<file path="config.mk">
export PLATFORM = sky130hd
export DESIGN_NAME = conv_frame_collector
export DESIGN_NICKNAME = d
export VERILOG_FILES = /design/src/rtl/conv_pkg.sv /design/src/rtl/frame_ram.sv /design/src/rtl/conv_frame_collector.sv
export SDC_FILE = /design/constraint.sdc
export NUM_CORES = 1
export LEC_CHECK = 0
export BUFFER_PORTS_ARGS = -buffer_cell sky130_fd_sc_hd__buf_2
export CAP_MARGIN = 20
export CORE_MARGIN = 10
export CORE_UTILIZATION = 65
export CTS_CLUSTER_DIAMETER = 200
export DETAILED_ROUTE_END_ITERATION = 12
export GPL_ROUTABILITY_DRIVEN = 0
export PLACE_DENSITY = 0.84
export SLEW_MARGIN = 5
export SYNTH_ARGS = -nofsm -noshare
export SYNTH_HDL_FRONTEND = slang
export SYNTH_SLANG_ARGS = --single-unit
export TNS_END_PERCENT = 5
</file>
<file path="constraint.sdc">
create_clock -name clk_i -period 5.27 [get_ports clk_i]
set_input_delay 0.527 -clock clk_i [delete_from_list [all_inputs] [get_ports clk_i]]
set_output_delay 0.527 -clock clk_i [all_outputs]
set_load 0.02 [all_outputs]
</file>
<file path="src/rtl/conv_pkg.sv">
// Shared types and constants for the convolution capture path.
// Pixel width, default kernel size and the collector state type.
package conv_pkg;

    localparam int PIX_W = 8;
    localparam int K_DEF = 3;

    typedef enum logic {
        COLLECT = 1'b0,
        HOLD    = 1'b1
    } collect_state_t;

    function automatic int out_dim(input int n, input int k);
        return n - k + 1;
    endfunction

endpackage

</file>
<file path="src/rtl/frame_ram.sv">
// Simple dual-port frame store: one write port, one synchronous read port.
// Read data only changes on a read request, so it holds between reads.
module frame_ram #(
    parameter int DEPTH = 24,
    parameter int AW    = 5,
    parameter int DW    = 8
) (
    input  logic          clk_i,
    input  logic          we_i,
    input  logic [AW-1:0] waddr_i,
    input  logic [DW-1:0] wdata_i,
    input  logic          re_i,
    input  logic [AW-1:0] raddr_i,
    output logic [DW-1:0] rdata_o
);

    logic [DW-1:0] mem [DEPTH];

    always_ff @(posedge clk_i) begin
        if (we_i) begin
            mem[waddr_i] <= wdata_i;
        end
        if (re_i) begin
            rdata_o <= mem[raddr_i];
        end
    end

endmodule

</file>
<file path="src/rtl/conv_frame_collector.sv">
// Captures one valid-region frame from the conv core and holds it for
// random-access readback until the consumer releases it.
module conv_frame_collector
    import conv_pkg::*;
#(
    parameter int IMG_W = 8,
    parameter int IMG_H = 6,
    parameter int K     = K_DEF,
    localparam int OUT_W = out_dim(IMG_W, K),
    localparam int OUT_H = out_dim(IMG_H, K),
    localparam int N_PIX = OUT_W * OUT_H,
    localparam int AW    = $clog2(N_PIX)
) (
    input  logic             clk_i,
    input  logic             reset_i,
    input  logic             in_valid_i,
    input  logic [PIX_W-1:0] in_pixel_i,
    input  logic             release_i,
    input  logic             rd_en_i,
    input  logic [AW-1:0]    rd_addr_i,
    output logic [PIX_W-1:0] rd_data_o,
    output logic             rd_valid_o,
    output logic [AW-1:0]    pixel_x_o,
    output logic [AW-1:0]    pixel_y_o,
    output logic             buf_full_o,
    output logic             frame_done_o,
    output logic             overflow_o,
    output logic [15:0]      frame_count_o
);

    collect_state_t   state_q, state_d;
    logic [AW-1:0]    wr_addr_q, wr_addr_d;
    logic [AW-1:0]    x_q, x_d;
    logic [AW-1:0]    y_q, y_d;
    logic             done_q, done_d;
    logic             ovf_q, ovf_d;
    logic [15:0]      cnt_q, cnt_d;
    logic             rd_valid_q, rd_valid_d;
    logic             oor_q, oor_d;
    logic [PIX_W-1:0] last_q, last_d;
    logic [PIX_W-1:0] ram_rdata;
    logic             we;
    logic             re;
    logic             last_pix;

    always_comb begin
        state_d    = state_q;
        wr_addr_d  = wr_addr_q;
        x_d        = x_q;
        y_d        = y_q;
        done_d     = 1'b0;
        ovf_d      = ovf_q;
        cnt_d      = cnt_q;
        rd_valid_d = 1'b0;
        oor_d      = oor_q;
        last_d     = rd_valid_q ? rd_data_o : last_q;
        we         = 1'b0;
        re         = 1'b0;
        last_pix   = (wr_addr_q == AW'(N_PIX - 1));

        unique case (state_q)
            COLLECT: begin
                if (in_valid_i) begin
                    we = 1'b1;
                    if (last_pix) begin
                        state_d   = HOLD;
                        done_d    = 1'b1;
                        cnt_d     = cnt_q + 16'd1;
                        wr_addr_d = '0;
                        x_d       = '0;
                        y_d       = '0;
                    end else begin
                        wr_addr_d = wr_addr_q + 1'b1;
                        if (x_q == AW'(OUT_W - 1)) begin
                            x_d = '0;
                            y_d = y_q + 1'b1;
                        end else begin
                            x_d = x_q + 1'b1;
                        end
                    end
                end
            end
            HOLD: begin
                // A dropped pixel outranks release when clearing overflow
                if (in_valid_i) begin
                    ovf_d = 1'b1;
                end else if (release_i) begin
                    ovf_d = 1'b0;
                end
                if (release_i) begin
                    state_d = COLLECT;
                end
                if (rd_en_i) begin
                    rd_valid_d = 1'b1;
                    oor_d      = (32'(rd_addr_i) >= N_PIX);
                    re         = !oor_d;
                end
            end
            default: ;
        endcase
    end

    always_ff @(posedge clk_i or negedge reset_i) begin
        if (!reset_i) begin
            state_q    <= COLLECT;
            wr_addr_q  <= '0;
            x_q        <= '0;
            y_q        <= '0;
            done_q     <= 1'b0;
            ovf_q      <= 1'b0;
            cnt_q      <= '0;
            rd_valid_q <= 1'b0;
            oor_q      <= 1'b0;
            last_q     <= '0;
        end else begin
            state_q    <= state_d;
            wr_addr_q  <= wr_addr_d;
            x_q        <= x_d;
            y_q        <= y_d;
            done_q     <= done_d;
            ovf_q      <= ovf_d;
            cnt_q      <= cnt_d;
            rd_valid_q <= rd_valid_d;
            oor_q      <= oor_d;
            last_q     <= last_d;
        end
    end

    frame_ram #(
        .DEPTH (N_PIX),
        .AW    (AW),
        .DW    (PIX_W)
    ) u_ram (
        .clk_i   (clk_i),
        .we_i    (we),
        .waddr_i (wr_addr_q),
        .wdata_i (in_pixel_i),
        .re_i    (re),
        .raddr_i (rd_addr_i),
        .rdata_o (ram_rdata)
    );

    // RAM has no reset, so the held value lives in last_q
    assign rd_data_o     = rd_valid_q ? (oor_q ? '0 : ram_rdata) : last_q;
    assign rd_valid_o    = rd_valid_q;
    assign pixel_x_o     = x_q;
    assign pixel_y_o     = y_q;
    assign buf_full_o    = (state_q == HOLD);
    assign frame_done_o  = done_q;
    assign overflow_o    = ovf_q;
    assign frame_count_o = cnt_q;

endmodule

</file>
==> impl_metrics.json <==
{
  "status": "complete, no violations",
  "slowest_stage": "dfrtp_1",
  "fmax_ghz": 0.3923,
  "ys_seq_area_share_pct": 71.94,
  "syn_nets": 610,
  "drive_above_1_share_pct": 21.92,
  "worst_pin_slew_ps": 1020,
  "ys_warn_count": 0,
  "rsz0062_at_grt": "no",
  "comb_power_share_pct": 11.8,
  "first_pass_iters": 6,
  "synthMuxAreaShare_pct": 11.46,
  "vias": 5441,
  "multi_input_area_um2": 2540,
  "setup_viol": 0,
  "hold_path_class": "in -> reg",
  "slew_headroom_pct": 31.99,
  "finalCritPeriodShare_pct": 48.37,
  "crit_buf_inv": 1,
  "cellInternalPower_w": 0.003681,
  "dp_hpwl_um": 13080,
  "clk_pin_slew_ps": 60,
  "p_sw_w": 0.001203,
  "pin_count": 56,
  "cts_made_buffers": 24,
  "path_delay_family": "flip-flops",
  "grt_pass1_wl_um": 33080,
  "grt_use_total_pct": 21.29,
  "rows": 45,
  "start_util_pct": 65.72,
  "drt_iter0_markers": 565,
  "dieArea_um2": 20530,
  "cts_sinks": 244,
  "cts_resized": 0,
  "synth_area_leaders": "edfxtp_1 61%, dfrtp_1 11%, mux4_2 7.3%, mux2i_1 4.1%, nand2_1 1.4%",
  "startpoint": "rd_valid_o$_DFF_PN0_",
  "area.sequential_um2": 7107,
  "drc_errors": 0,
  "cts_tree": "yes",
  "most-common-layout-cells": "200 x edfxtp_1, 55 x buf_2, 44 x dfrtp_1, 40 x mux2i_1, 37 x nand2_1",
  "area.growth.synth_to_final_pct": 13.15,
  "required_ps": 4740,
  "grt-ovfl-total": 0,
  "powerDensity_nw_per_um2": 436.9,
  "synth_xor_area_share_pct": 1.596,
  "synth_top_cell_area_share_pct": 60.79,
  "power_leakage_nw": 4.130,
  "worstPathCellList": "nor2b_1 > nand2_1 > o21ai_0 > buf_2",
  "critPathCaptureType": "output pin",
  "crit_arrival_ps": 2020,
  "finClkSkew_ps": 10.16,
  "yosysTopAreaCell": "edfxtp_1",
  "grt_max_degree": 45,
  "fp.coreArea_um2": 15030,
  "fin_nets": 665,
  "synthSimpleGateAreaFrac_pct": 6.801,
  "whs_ps": 211.3,
  "hp-start": "release_i",
  "ant_nets": 0,
  "synth_top_family_by_area": "multiplexers",
  "layout_commonest_cell": "edfxtp_1",
  "die_h_um": 143.3,
  "wl_um": 21170,
  "cap_viol_max_count": 0,
  "synth_compound_area_share_pct": 4.838,
  "slowest_delay_ps": 620,
  "vias_per_cell": 6.439,
  "clock_latency_ps": 510,
  "cts_root_buffer": "clkbuf_16",
  "cp_max_fo": 19,
  "synthesis.area_um2": 9879,
  "netlist_instances": 584,
  "finalHoldViolations": 0,
  "grt_pass1_vias": 5703,
  "post_drt_wl_per_cell_um": 25.06,
  "r2r_start": "buf_full_o$_DFF_PN0_",
  "antenna_found_initial": 0,
  "avgSynthCellArea_um2": 16.92,
  "ys_ff_latch": 244,
  "swShare_pct": 24.63,
  "num_antenna_cells": 0,
  "ctsHtreeMaxLevel": 1,
  "synthAdderAreaFrac_pct": 1.013,
  "fin_setup_tns_ps": 0,
  "port_buffers": 55,
  "synth_cell_types": 51,
  "critPathKind": "reg -> out",
  "pwr-share-seq_pct": 48.4,
  "vdd_drop_max_uv": 326.8,
  "fp.dieW_um": 143.3,
  "cts.path.max_buffers": 3,
  "min_period_ps": 2549,
  "power_frac_clock_pct": 39.8,
  "fillers": 847,
  "start_kind": "flop",
  "slew_violations": 0
}
==> flip-flops by register name, summed over array words and instances, names as in the netlist <==
name           cells
u_ram.mem        192
frame_count_o     16
last_q             8
u_ram.rdata_o      8
pixel_x_o          5
pixel_y_o          5
wr_addr_q          5
buf_full_o         1
frame_done_o       1
oor_q              1
overflow_o         1
rd_valid_o         1
==> per-layer routing <==
layer / track usage [%] / vias up / share of wire, %
met5: 0 / - / 0
met4: 7.147 / 0 / 2.3
met3: 3.853 / 41 / 9.2
met2: 36.16 / 278 / 52
met1: 27.20 / 2757 / 37
li1: - / 2365 / -
==> timing repair <==
item	in CTS	in global routing
setup buffers	0	0
hold endpoints to repair	0	10
hold buffers	0	1
==> worst paths after layout <==
kind,end,slack (ps),cells after the start
worst max register to register,u_ram.mem[12][5]$_DFFE_PP_,2900,3
min in group asynchronous,last_q[7]$_DFFE_PN0P_,420,2
worst min-delay path,buf_full_o$_DFF_PN0_,210,2
max in group asynchronous,pixel_x_o[3]$_DFFE_PN0P_,4370,3
worst max-delay path,rd_data_o[3],2720,4
worst min register to register,frame_count_o[15]$_DFFE_PN0P_,480,1
==> cells in the mapped netlist, drive strengths merged <==
| cell type | instances |
|---|---|
| nand2b | 3 |
| nand2 | 37 |
| a22oi | 8 |
| o21ai | 28 |
| buf | 21 |
| and4bb | 1 |
| dfrtp | 44 |
| o31ai | 2 |
| mux4 | 32 |
| nor4 | 1 |
| inv | 14 |
| a22o | 1 |
| edfxtp | 200 |
| a21oi | 4 |
| nand3 | 20 |
| or3 | 3 |
| or2 | 1 |
| nand4 | 4 |
| xor2 | 7 |
| o311ai | 8 |
| xnor2 | 11 |
| and4 | 1 |
| nor2b | 4 |
| a2bb2oi | 8 |
| nor3b | 2 |
| a21o | 1 |
| nand4b | 1 |
| or4 | 1 |
| nor2 | 31 |
| nor3 | 2 |
| o2bb2ai | 1 |
| and3 | 4 |
| and2b | 1 |
| mux2i | 40 |
| o211ai | 9 |
| ha | 8 |
| mux2 | 1 |
| and2 | 2 |
| or3b | 1 |
| clkbuf | 10 |
| o22ai | 1 |
| and4b | 1 |
| nand3b | 4 |
==> power groups by stage <==
stage                     registers [W]  logic [W]  clock network, W
after floorplan                 0.00238   0.000386                 0
after global placement          0.00238   0.000542                 0
after detailed placement        0.00240   0.000571                 0
after CTS                       0.00236   0.000579           0.00196
after global routing            0.00238   0.000631           0.00204
final                           0.00236   0.000576           0.00194
==> kinds of logic (layout without fill, tap and decap cells) <==
| group | count (synthesis) | in the layout |
|---|---|---|
| AND/OR/NAND/NOR | 125 | 125 |
| buffers and inverters | 45 | 118 |
| XOR/XNOR | 18 | 18 |
| AO/OA/AOI/OAI | 71 | 71 |
| flip-flops | 244 | 244 |
| adder cells (fa/ha/maj) | 8 | 8 |
| multiplexers | 73 | 73 |
==> stage by stage <==
stage                     utilization [%]  worst slack [ps]  cell area [um2]  instances  total power [W]
after detailed placement            68.06              2365            10230        799         0.002968
after floorplan                         -              3362             9879        584         0.002769
after global placement              68.06              2405            10230        799         0.002926
final                               74.36              2721            11180        845         0.004884
after global routing                74.36              2560            11180        845         0.005048
after CTS                           74.16              2737            11150        843         0.004902
==> worst register-to-register path, delay by kind of cell, from the launching register on <==
family / cells / cell delay [ps]
flip-flops: 1 / 460
AND/OR/NAND/NOR: 3 / 1520
==> cell type report <==
| cell class | instances | area share [%] |
|---|---|---|
| sequential | 244 | 63.58 |
| multi-input combinational | 295 | 22.72 |
| clock inverter | 17 | 2.440 |
| clock buffer | 27 | 5.753 |
| timing repair buffer | 60 | 2.933 |
| tap | 188 | 2.104 |
| inverter | 14 | 0.4701 |
(Power assumes the default switching activity.)
